<file path="config.mk">
export PLATFORM = sky130hd
export DESIGN_NAME = fetch_queue
export DESIGN_NICKNAME = d
export VERILOG_FILES = /design/src/rtl/fetch_queue.sv
export SDC_FILE = /design/constraint.sdc
export NUM_CORES = 1
export LEC_CHECK = 0
export ABC_AREA = 1
export BUFFER_PORTS_ARGS = -buffer_cell sky130_fd_sc_hd__buf_2
export CAP_MARGIN = 40
export CORE_AREA = 2 2 192 194
export DETAILED_ROUTE_END_ITERATION = 6
export DIE_AREA = 0 0 194 196
export HOLD_SLACK_MARGIN = 0.03
export PLACE_DENSITY = 0.5
export SYNTH_ARGS = -nofsm -noshare
export SYNTH_HDL_FRONTEND = slang
export SYNTH_SLANG_ARGS = --single-unit
</file>
<file path="constraint.sdc">
create_clock -name clk -period 14.48 [get_ports clk]
set_clock_uncertainty 0.1 [all_clocks]
set_input_delay 2.896 -clock clk [delete_from_list [all_inputs] [get_ports clk]]
set_output_delay 2.896 -clock clk [all_outputs]
set_load 0.02 [all_outputs]
</file>
<file path="src/rtl/fetch_queue.sv">
// ---------------------------------------------------------------------------
// fetch_queue
//
// Instruction-fetch stage with a decoupling prefetch queue. It issues
// sequential program-memory reads, absorbs the memory's one-cycle read
// latency, and buffers up to DEPTH fetched {addr, ins} pairs for decode.
// A jump redirect empties the queue, squashes any in-flight response and
// restarts fetching at the jump target.
//
// Parameters
//   ADDR_W    program address width
//   INS_W     instruction width
//   DEPTH     queue entries (power of two, >= 2)
//   RESET_PC  first fetch address after reset
//
// Ports
//   clk          rising-edge clock
//   reset        asynchronous active-high reset
//   mem_addr     program memory read address
//   mem_rd_en    read request; data returns on mem_rdata one cycle later
//   mem_rdata    read data for the previous cycle's request
//   jmp_loc      redirect target
//   pc_mux_sel   redirect strobe (one cycle per jump)
//   ins          head instruction (0 when ins_valid = 0)
//   ins_addr     address of ins (0 when ins_valid = 0)
//   ins_valid    head entry valid
//   ins_ready    decode accepts; pop = ins_valid & ins_ready
//   occupancy    entries currently held in the queue
//
// Build option
//   FETCH_QUEUE_BYPASS_EN  when defined, a response arriving into an empty
//                          queue is presented to decode in the same cycle
//                          and, if accepted, never enters the queue.
// ---------------------------------------------------------------------------
module fetch_queue #(
    parameter int                 ADDR_W   = 16,
    parameter int                 INS_W    = 32,
    parameter int                 DEPTH    = 4,
    parameter logic [ADDR_W-1:0]  RESET_PC = '0
) (
    input  logic                         clk,
    input  logic                         reset,
    output logic [ADDR_W-1:0]            mem_addr,
    output logic                         mem_rd_en,
    input  logic [INS_W-1:0]             mem_rdata,
    input  logic [ADDR_W-1:0]            jmp_loc,
    input  logic                         pc_mux_sel,
    output logic [INS_W-1:0]             ins,
    output logic [ADDR_W-1:0]            ins_addr,
    output logic                         ins_valid,
    input  logic                         ins_ready,
    output logic [$clog2(DEPTH+1)-1:0]   occupancy
);

    localparam int PW = $clog2(DEPTH);
    localparam int CW = $clog2(DEPTH+1);

    // Architectural state
    logic [ADDR_W-1:0] fetch_pc_q, fetch_pc_d;
    logic              pend_q, pend_d;
    logic [ADDR_W-1:0] pend_addr_q, pend_addr_d;
    logic [PW-1:0]     rd_ptr_q, rd_ptr_d;
    logic [PW-1:0]     wr_ptr_q, wr_ptr_d;
    logic [CW-1:0]     count_q, count_d;
    logic [ADDR_W-1:0] fifo_addr_q [DEPTH];
    logic [INS_W-1:0]  fifo_ins_q  [DEPTH];

    // Per-cycle control
    logic          redirect;
    logic          q_nonempty;
    logic          bypass;
    logic          head_valid;
    logic          pop;
    logic          fifo_pop;
    logic          push;
    logic          issue;
    logic [CW:0]   used_after_pop;

    always_comb begin
        // A redirect is ignored while reset is held so that the outputs
        // show their reset values for the whole reset interval.
        redirect   = pc_mux_sel & ~reset;
        q_nonempty = (count_q != '0);

`ifdef FETCH_QUEUE_BYPASS_EN
        bypass = ~q_nonempty & pend_q & ~redirect;
`else
        bypass = 1'b0;
`endif

        // Decode never sees a head entry in a redirect cycle: whatever is
        // queued belongs to the old instruction stream.
        head_valid = ~redirect & (q_nonempty | bypass);

        ins       = '0;
        ins_addr  = '0;
        if (head_valid) begin
            if (q_nonempty) begin
                ins      = fifo_ins_q[rd_ptr_q];
                ins_addr = fifo_addr_q[rd_ptr_q];
            end else begin
                ins      = mem_rdata;
                ins_addr = pend_addr_q;
            end
        end
        ins_valid = head_valid;

        pop      = head_valid & ins_ready;
        fifo_pop = pop & q_nonempty;

        // The returning response is stored unless it is squashed by a
        // redirect or consumed directly through the bypass path.
        push = pend_q & ~redirect & ~(bypass & ins_ready);

        // The in-flight request already owns a slot, so holding ins_ready
        // low can never overflow the queue.
        used_after_pop = {1'b0, count_q} + (CW+1)'(pend_q) - (CW+1)'(pop);
        issue          = redirect | (used_after_pop < (CW+1)'(DEPTH));

        mem_rd_en = issue & ~reset;
        mem_addr  = redirect ? jmp_loc : fetch_pc_q;

        occupancy = count_q;
    end

    always_comb begin
        fetch_pc_d  = fetch_pc_q;
        pend_d      = mem_rd_en;
        pend_addr_d = mem_addr;
        rd_ptr_d    = rd_ptr_q;
        wr_ptr_d    = wr_ptr_q;
        count_d     = count_q;

        if (redirect) begin
            fetch_pc_d = jmp_loc + ADDR_W'(1);
            rd_ptr_d   = '0;
            wr_ptr_d   = '0;
            count_d    = '0;
        end else begin
            if (mem_rd_en) begin
                fetch_pc_d = fetch_pc_q + ADDR_W'(1);
            end
            rd_ptr_d = rd_ptr_q + PW'(fifo_pop);
            wr_ptr_d = wr_ptr_q + PW'(push);
            count_d  = count_q + CW'(push) - CW'(fifo_pop);
        end
    end

    always_ff @(posedge clk or posedge reset) begin
        if (reset) begin
            fetch_pc_q  <= RESET_PC;
            pend_q      <= 1'b0;
            pend_addr_q <= '0;
            rd_ptr_q    <= '0;
            wr_ptr_q    <= '0;
            count_q     <= '0;
        end else begin
            fetch_pc_q  <= fetch_pc_d;
            pend_q      <= pend_d;
            pend_addr_q <= pend_addr_d;
            rd_ptr_q    <= rd_ptr_d;
            wr_ptr_q    <= wr_ptr_d;
            count_q     <= count_d;
        end
    end

    always_ff @(posedge clk or posedge reset) begin
        if (reset) begin
            for (int i = 0; i < DEPTH; i++) begin
                fifo_addr_q[i] <= '0;
                fifo_ins_q[i]  <= '0;
            end
        end else if (push) begin
            fifo_addr_q[wr_ptr_q] <= pend_addr_q;
            fifo_ins_q[wr_ptr_q]  <= mem_rdata;
        end
    end

endmodule

</file>
==> results summary, run 1 <==
TritonCTS built the clock tree. Among the stages of the critical path, the cell type that occurs most often is nor2_1. Counting the fill cells in the layout gives 3833. The tightest min-delay check is of the flop to flop type. The final core area utilization is 35.3%. The measured slew at the worst slew-check pin came out at 827 ps. The initial antenna violation count is 0.

The startpoint identified for the worst register-to-register timing path is occupancy[1]. The fraction of layout instances using a drive strength above 1 came out at 14.1%. The final weighted congestion in routability-driven placement is ~0.80. The number of H-tree levels is 1. The total negative slack is 0 ps. The hold violation total from the final report is 0.

The combined flip-flop and latch cell area is 5810 µm². Once the clock tree was built, the resizer swapped 0 gates to a different size. The number of clock sinks came out at approximately 230. The area after detailed placement came out at about 12000 µm². Among all stages on the critical path, the largest delay is contributed by nand2_1. After layout, the worst path uses 66.8% of the clock period. The worst hold path passes through 2 cells. In the synthesized netlist the async set-or-reset flop fraction comes to 100%.

Global routing used between 10% and 20% of the available tracks across all layers. The number of buffers added for setup after CTS came out at 0. The post-synth design cell area came out at 10700 µm². The clock latency on the worst-skew pair is 550 ps. Final hold analysis gives a worst-case slack of 377 ps.

The depth of the worst register-to-register path came out at 17. The start-to-end type of the worst setup path is primary input to output pin. The multi-input combinational cells in the finished layout cover a total of between 4000 and 5000 µm². The finished layout cell area came out at ~13000 µm². The required arrival time at the worst endpoint came out at 11480 ps.

The I/O pin count came out at 121. The number of global-route vias before repair came out at 8710. The run finished with clean final reports. The maximum number of pins on one net before global-route repair is 104. The post-synthesis to final-layout area growth is 19.1%. The synthesized net count came out at about 1.4k. The HPWL after detailed placement is between 15 and 20 mm. The standby leakage power came out at between 6 and 7 nW. The number of input and output port buffers inserted is 120. For hold timing, the worst endpoint is fifo_addr_q[36].

The maximum root-to-sink buffer count is 3. The number of clock buffers added by TritonCTS is 29. The cell row count is 70.

The max-cap violation count is 0. The post-synthesis cell count came out at roughly 1.4k. For this run, the detailed router's first-pass iteration total came to 5.

The maximum cell stage delay along the critical path is 770 ps. The startpoint identified for the worst hold timing path is fifo_addr_q[36]. The register bit total from synthesis is 232. The routed wire length on met2 is ~12 mm.

The final-stage net count came out at 1492. The worst pin sits at a relative slew slack of between 40 and 50%. The peak clock frequency supported by timing is 0.103 GHz. The die boundary width came out at 194 µm. The number of endpoints failing setup at the final stage is 0. STA classifies the critical path startpoint as a primary input. Yosys mapped a number of flops with a built-in enable equal to 0. Among all flip-flop cells after synthesis, the most frequent one is dfrtp_1. The tree is rooted in a clkbuf_16.

The die extent in y came out at 196 µm. The detail route stage leaves a number of antenna-violating nets equal to 0. The via total after detailed routing came out at 8911. The mean post-synth cell area is slightly below 8 µm². The count of cell types in the netlist came out at 26.

The worst register-to-register path ends at fetch_pc_q[10]. The via-per-instance ratio is roughly 4.6. Setup repair after global routing left no endpoint under its margin. IR analysis of the VDD net gives a maximum drop of between 0.09 and 0.1 mV. Traced cell by cell, the critical path runs through buf_2 > inv_2 > nor2_4 > nor2_1 > inv_2 > buf_4 > nor2_1 > ha_1 > inv_1 > ha_1 > nand2_1 > nor2_1 > nor2_1 > nand2_1 > o21ai_0 > nand3_1 > nand2_1 > buf_2. The power density over cell area came out at 234 nW/µm². The detailed-route wire length per cell is between 15 and 20 µm. After detailed routing, the total wire length is 29.0 mm. The DRC marker count from the first detailed-route iteration came out at 579.

The total of hold buffers inserted after clock tree synthesis came out at 0. For this run, design rule violations remaining after detail routing come to 0. The area of the core is ~36000 µm². The uppermost metal layer occupied by signal nets is met4. The overall die area is 38000 µm². The wire length of the first global-routing pass came out at around 48 mm.

The met1 routed wirelength after detailed routing is 14.9 mm. The endpoint type of the worst setup path is an output pin. For this run, the register share of the synthesized area comes to a little over half. Wire segments on met3 add up to 1.18 mm in the final route. For this run, the number of Yosys warnings is 0.

The arrival time reported for the critical path endpoint came out at 6680 ps. Summed over all layers, the global routing overflow is 0. The effective utilization at floorplan is between 20% and 30%. The final count of pins violating max slew came to 0. The clock-pin transition on the worst setup and hold timing paths came out at 60 ps.

The biggest fanout along the worst timing path is 50. For flop-to-flop paths, the worst setup slack is 10680 ps. The time the final worst path needs with I/O delays and setup is 9670 ps.
-- layout by cell type, fill, tap and decap left out, types with 3 or more instances in the layout --
cell type,instances
nand2_1,295
o21ai_0,279
dfrtp_1,230
nor2_1,229
buf_2,120
inv_1,83
a21oi_1,55
nand3_1,31
clkbuf_16,29
o21ai_1,20
buf_4,10
ha_1,8
clkbuf_1,8
inv_2,7
clkinv_2,7
clkbuf_8,6
buf_16,5
nand2_2,3
xor2_1,3
-- power breakdown --
part	total [W]	internal [W]	switching (W)
Combinational	0.00118	0.000389	0.000792
Clock	0.000706	0.000419	0.000287
Sequential	0.00109	0.000930	0.000157
Total	0.00297	0.00174	0.00124
-- critical path, delay by kind of cell --
| kind | cells | cell delay [ps] |
|---|---|---|
| and+or+nand+nor | 9 | 1960 |
| AOI/OAI and AO/OA | 1 | 60 |
| adders and majority gates | 2 | 420 |
| buffers and inverters | 6 | 1310 |
-- layer usage --
layer  GRT usage (%)  vias to the layer above
met3            2.51                       36
met5               0                        -
met1            23.1                     4210
met2            23.4                      169
li1                -                     4496
met4            3.11                        0
-- stage by stage --
stage,setup WS [ps],power [W],cells
2_1_floorplan,4600,0.00191,1351
3_3_place_gp,4830,0.00227,1862
3_5_place_dp,4710,0.00230,1868
4_1_cts,4690,0.00302,1922
5_1_grt,4300,0.00324,1922
6_report,4810,0.00297,1923
-- cell type report --
type	instances	share of cell area, %
well taps	468	4.60
clock buffers	43	6.58
diodes	1	0.0197
flip-flops and latches	232	45.6
repair buffers	136	6.54
multi-input cells	941	33.1
clock inverters	11	0.786
inverters	91	2.74
-- flip-flops by register name, summed over array words and instances, names as in the netlist --
register     count
fifo_ins_q     128
fetch_pc_q      16
rd_ptr_q         2
occupancy        3
pend_addr_q     16
fifo_addr_q     64
pend_q           1
wr_ptr_q         2
-- synth_stat cells, types with 3 or more instances --
library cell    n  area [µm²]
nand2_1       297        1110
o21ai_0       279        1400
dfrtp_1       232        5810
nor2_1        229         860
inv_1          85         319
a21oi_1        55         275
clkbuf_1       53         199
nand3_1        33         165
buf_2          24         120
o21ai_1        20         100
ha_1            8         100
buf_1           7        26.3
inv_2           6        22.5
nand2_2         3        18.8
xor2_1          3        26.3
-- how the worst max path moves through the flow --
stage                    start   endpoint  slack [ps]  cells after the start
CTS                 pc_mux_sel  mem_rd_en        4690                     18
global placement    pc_mux_sel  mem_rd_en        4830                     18
floorplan                reset  mem_rd_en        4600                      5
global route        pc_mux_sel  mem_rd_en        4300                     18
finish              pc_mux_sel  mem_rd_en        4810                     18
detailed placement  pc_mux_sel  mem_rd_en        4710                     18
-- cell families after synthesis --
family                     share of synthesized area (%)
AOI/OAI and AO/OA                                   16.6
xor gates and xnor gates                           0.410
adders and majority gates                           1.12
buffers and inverters                               6.67
DFF                                                 54.3
and+or+nand+nor                                     20.9
(Power assumes the default switching activity.)
==> run 2: changes to the inputs <==
--- a/config.mk
+++ b/config.mk
@@ -5,12 +5,12 @@
 export SDC_FILE = /design/constraint.sdc
 export NUM_CORES = 1
 export LEC_CHECK = 0
-export ABC_AREA = 1
+export ABC_AREA = 0
 export BUFFER_PORTS_ARGS = -buffer_cell sky130_fd_sc_hd__buf_2
 export CAP_MARGIN = 40
-export CORE_AREA = 2 2 192 194
+export CORE_AREA = 2 2 193 195
 export DETAILED_ROUTE_END_ITERATION = 6
-export DIE_AREA = 0 0 194 196
+export DIE_AREA = 0 0 195 197
 export HOLD_SLACK_MARGIN = 0.03
 export PLACE_DENSITY = 0.5
 export SYNTH_ARGS = -nofsm -noshare
==> constraint.sdc (replaced) <==
create_clock -name clk -period 9.1 [get_ports clk]
set_clock_uncertainty 0.1 [all_clocks]
set_input_delay 1.82 -clock clk [delete_from_list [all_inputs] [get_ports clk]]
set_output_delay 1.82 -clock clk [all_outputs]
set_load 0.02 [all_outputs]
==> run 2 against run 1 <==
Effect of this change: worst hold slack better by 6.6 ps; first-iteration DRC count is 60% lower; core utilization hardly changed; register-to-register slack worse by 5000 ps; largest power group is now registers; highest routed layer unchanged.
==> results summary, run 2 <==
The max-cap violation count is 0 (unchanged). The standby leakage power is 5.87 nW (-6.4%). By area the synthesized netlist is led by dfrtp_1, mux2_2, mux4_2. The overall die area was 38400 µm² (+1.0%). The number of global-route vias before repair came out at 6961 (-20%). The number of detailed-route iterations in the first pass was 4 (-1).

The power density over cell area is 362 nW/µm² (+55%). The DRC violations left came out at 0 (unchanged). The via-per-instance ratio is 4.77 (+2.9%). The clock buffer count from CTS is 28 (-3.4%). The setup path with the least slack is of type primary input to output pin.

Ranked by instance count, the synthesized netlist is headed by dfrtp_1, mux2_2, nand2_1. In this run the clock root is driven by a clkbuf_16. The count of flip-flops with a built-in enable after synthesis is 0 (unchanged). The worst setup path is launched from a primary input. Setup repair after global routing left no endpoint under its margin. The DRC marker count from the first detailed-route iteration came to 232 (-60%). The post-synthesis cell count is 743 (-45%). The finished layout cell area came out at 12800 µm² (+0.41%).

The largest individual stage delay along the critical path comes from the cell buf_4. The time the final worst path needs with I/O delays and setup is 6620 ps. The register bit total from synthesis was 232 (unchanged). The arrival time reported for the critical path endpoint was 4700 ps (-1980 ps). By instance count, the leading cell after synthesis is dfrtp_1. The worst-case vdd ir drop is 0.131 mV (+40%). The cell family contributing the most delay on the critical path is buffers and inverters. The total negative slack came out at 0 ps (unchanged). The count of cell types in the netlist came out at 52 (+100%). The tightest min-delay check is of the flop to flop type. The maximum root-to-sink buffer count is 3 (unchanged). The cell row count came out at 70 (unchanged).

In the finished design, the share of the clock period the worst path needs comes to 72.8%. The via total after detailed routing is 6438 (-28%). The total length of routed wires is 24.9 mm (-14%). The final count of pins violating max slew came to 0 (unchanged). The number of clock sinks is 232 (unchanged). The fraction of synthesis flops using an asynchronous set or reset pin is 100% (unchanged).

The number of filler instances in the final layout is 3591 (-6.3%). The detailed-route wire length per cell came out at 18.4 µm (+22%). The TritonCTS clock tree is yes. The required arrival time at the worst endpoint is 7180 ps (-4300 ps). The most common cell after layout, fill and taps aside is dfrtp_1. The worst-case headroom to the max-slew limit came out at 43.0% (-1.8 points). The mean post-synth cell area is 14.5 µm² (+83%).

The number of H-tree levels is 1 (unchanged). The post-synth design cell area is 10800 µm² (+0.77%). The effective utilization at floorplan came out at 29.7% (+0.085 points). The HPWL after detailed placement is 15.0 mm (-12%). Timing would allow up to 0.151 GHz. The post-detailed-route count of antenna-violating nets was 0 (unchanged). The area of the core is 36300 µm² (+0.49%).

The die boundary width was 195 µm (+0.52%). The area after detailed placement was 11900 µm² (+0.70%). The number of gates given a new drive strength after cts is 0 (unchanged). The flip-flop count of the largest register, all copies and words added is 128 (unchanged). The maximum number of pins on one net before global-route repair came out at 99 (-4.8%).

The clock-pin transition on the worst setup and hold timing paths came out at 60 ps (about the same). The maximum cell stage delay along the critical path came out at 480 ps (-290 ps). The die extent in y is 197 µm (+0.51%). The biggest fanout along the worst timing path was 51 (+2.0%). The measured slew at the worst slew-check pin came out at 855 ps (+27.2 ps). The post-synthesis to final-layout area growth came out at 18.7%. The number of endpoints failing setup at the final stage came out at 0 (unchanged). The count of synthesis-stage warnings from yosys came out at 0 (unchanged). Of all cell types, the one taking the most synthesized area is dfrtp_1.

The hold violation total from the final report is 0 (unchanged). The synthesized net count was 804 (-43%). The total of hold buffers inserted after clock tree synthesis came out at 0 (unchanged). The largest registers in the layout are fifo_ins_q: 128 flops, fifo_addr_q: 64 flops. In the layout the commonest cells are dfrtp_1, mux2_2, buf_2. The final-stage net count was 924 (-38%). The signal on the critical path passes through buf_2 > nor2b_2 > nor2_4 > buf_4 > and2_1 > ha_1 > inv_1 > ha_1 > and3b_1 > or4_1 > a31o_1 > buf_4 > clkinv_4 > buf_2. The number of input and output port buffers inserted is 120 (unchanged). The final weighted congestion in routability-driven placement came out at 0.769 (-3.7%). The number of inserted diodes is 0 (-1).

The wire length of the first global-routing pass is 40.0 mm (-17%). The total track usage is 13.2% (-2.2 points). The I/O pin count is 121 (unchanged).

The number of buffers added for setup after CTS came to 0 (unchanged). The count of buffer and inverter cells on the critical path came out at 6 (unchanged). The total congestion overflow was 0 (unchanged). For this run, the leading register cell type out of synthesis is dfrtp_1. The clock latency on the worst-skew pair is 530 ps (-20 ps). The initial antenna violation count is 0 (unchanged). More flip-flops sit in one register than any other, and that register is fifo_ins_q. The area share of the leading cell type in the synthesized netlist is 53.9% (-0.42 points). The flow ran to the end, and the final reports show no timing, DRC or antenna violations. STA classifies the critical path endpoint as an output pin. The fraction of layout instances using a drive strength above 1 came out at 45.5% (+31 points). The share of synthesized area occupied by flip-flops and latches came out at 53.9% (-0.42 points).
## run 2: cell type report
class | count | area, µm² | area share, %
Clock buffer | 41 | 821 | 6.42
Clock inverter | 8 | 90.1 | 0.705
Inverter | 13 | 61.3 | 0.480
Multi-Input combinational cell | 454 | 4660 | 36.4
Sequential cell | 232 | 5810 | 45.4
Tap cell | 468 | 586 | 4.58
Timing Repair Buffer | 134 | 758 | 5.93
## run 2: worst paths after layout
kind / cells after the start / startpoint / end / slack (ps)
worst max register to register: 13 / occupancy[1] / fetch_pc_q[14] / 5650
worst min-delay path: 1 / fifo_addr_q[46] / fifo_addr_q[46] / 380
max in group asynchronous: 4 / reset / fifo_ins_q[69] / 6410
worst min register to register: 1 / fifo_addr_q[46] / fifo_addr_q[46] / 380
worst max-delay path: 14 / pc_mux_sel / mem_rd_en / 2480
min in group asynchronous: 2 / reset / fetch_pc_q[11] / 1360
## run 2: per-layer routing
metal / up-vias / track usage, % / share of wire (%)
met5: - / 0 / 0
met4: 0 / 3.39 / 1.8
met3: 33 / 2.57 / 4.4
met2: 127 / 21.4 / 46
met1: 3356 / 18.3 / 48
li1: 2922 / - / -
## run 2: metrics by stage
step                      hold slack (ps)  std cells  total power (W)  worst slack [ps]  util [%]
final                                 384       1350          0.00463              2480      35.3
after global routing                  395       1350          0.00495              2290      35.3
after CTS                             388       1350          0.00472              2410      35.3
after detailed placement              375       1301          0.00359              2420      32.7
after global placement                369       1298          0.00355              2460      32.5
after floorplan                       353        743          0.00307               819         -
## run 2: power by group
group / total [W] / internal (W) / switching [W]
Combinational: 0.00172 / 0.000911 / 0.000804
Clock: 0.00110 / 0.000675 / 0.000425
Sequential: 0.00182 / 0.00151 / 0.000305
Total: 0.00463 / 0.00310 / 0.00153
## run 2: logic make-up after synthesis
kind of cell	count (synthesis)	share of synthesized area, %
mux	255	31.8
buf+inv	57	3.12
xor+xnor	10	0.813
flops	232	53.9
fa+ha+maj	9	1.11
simple gates	147	7.14
compound gates	33	2.14
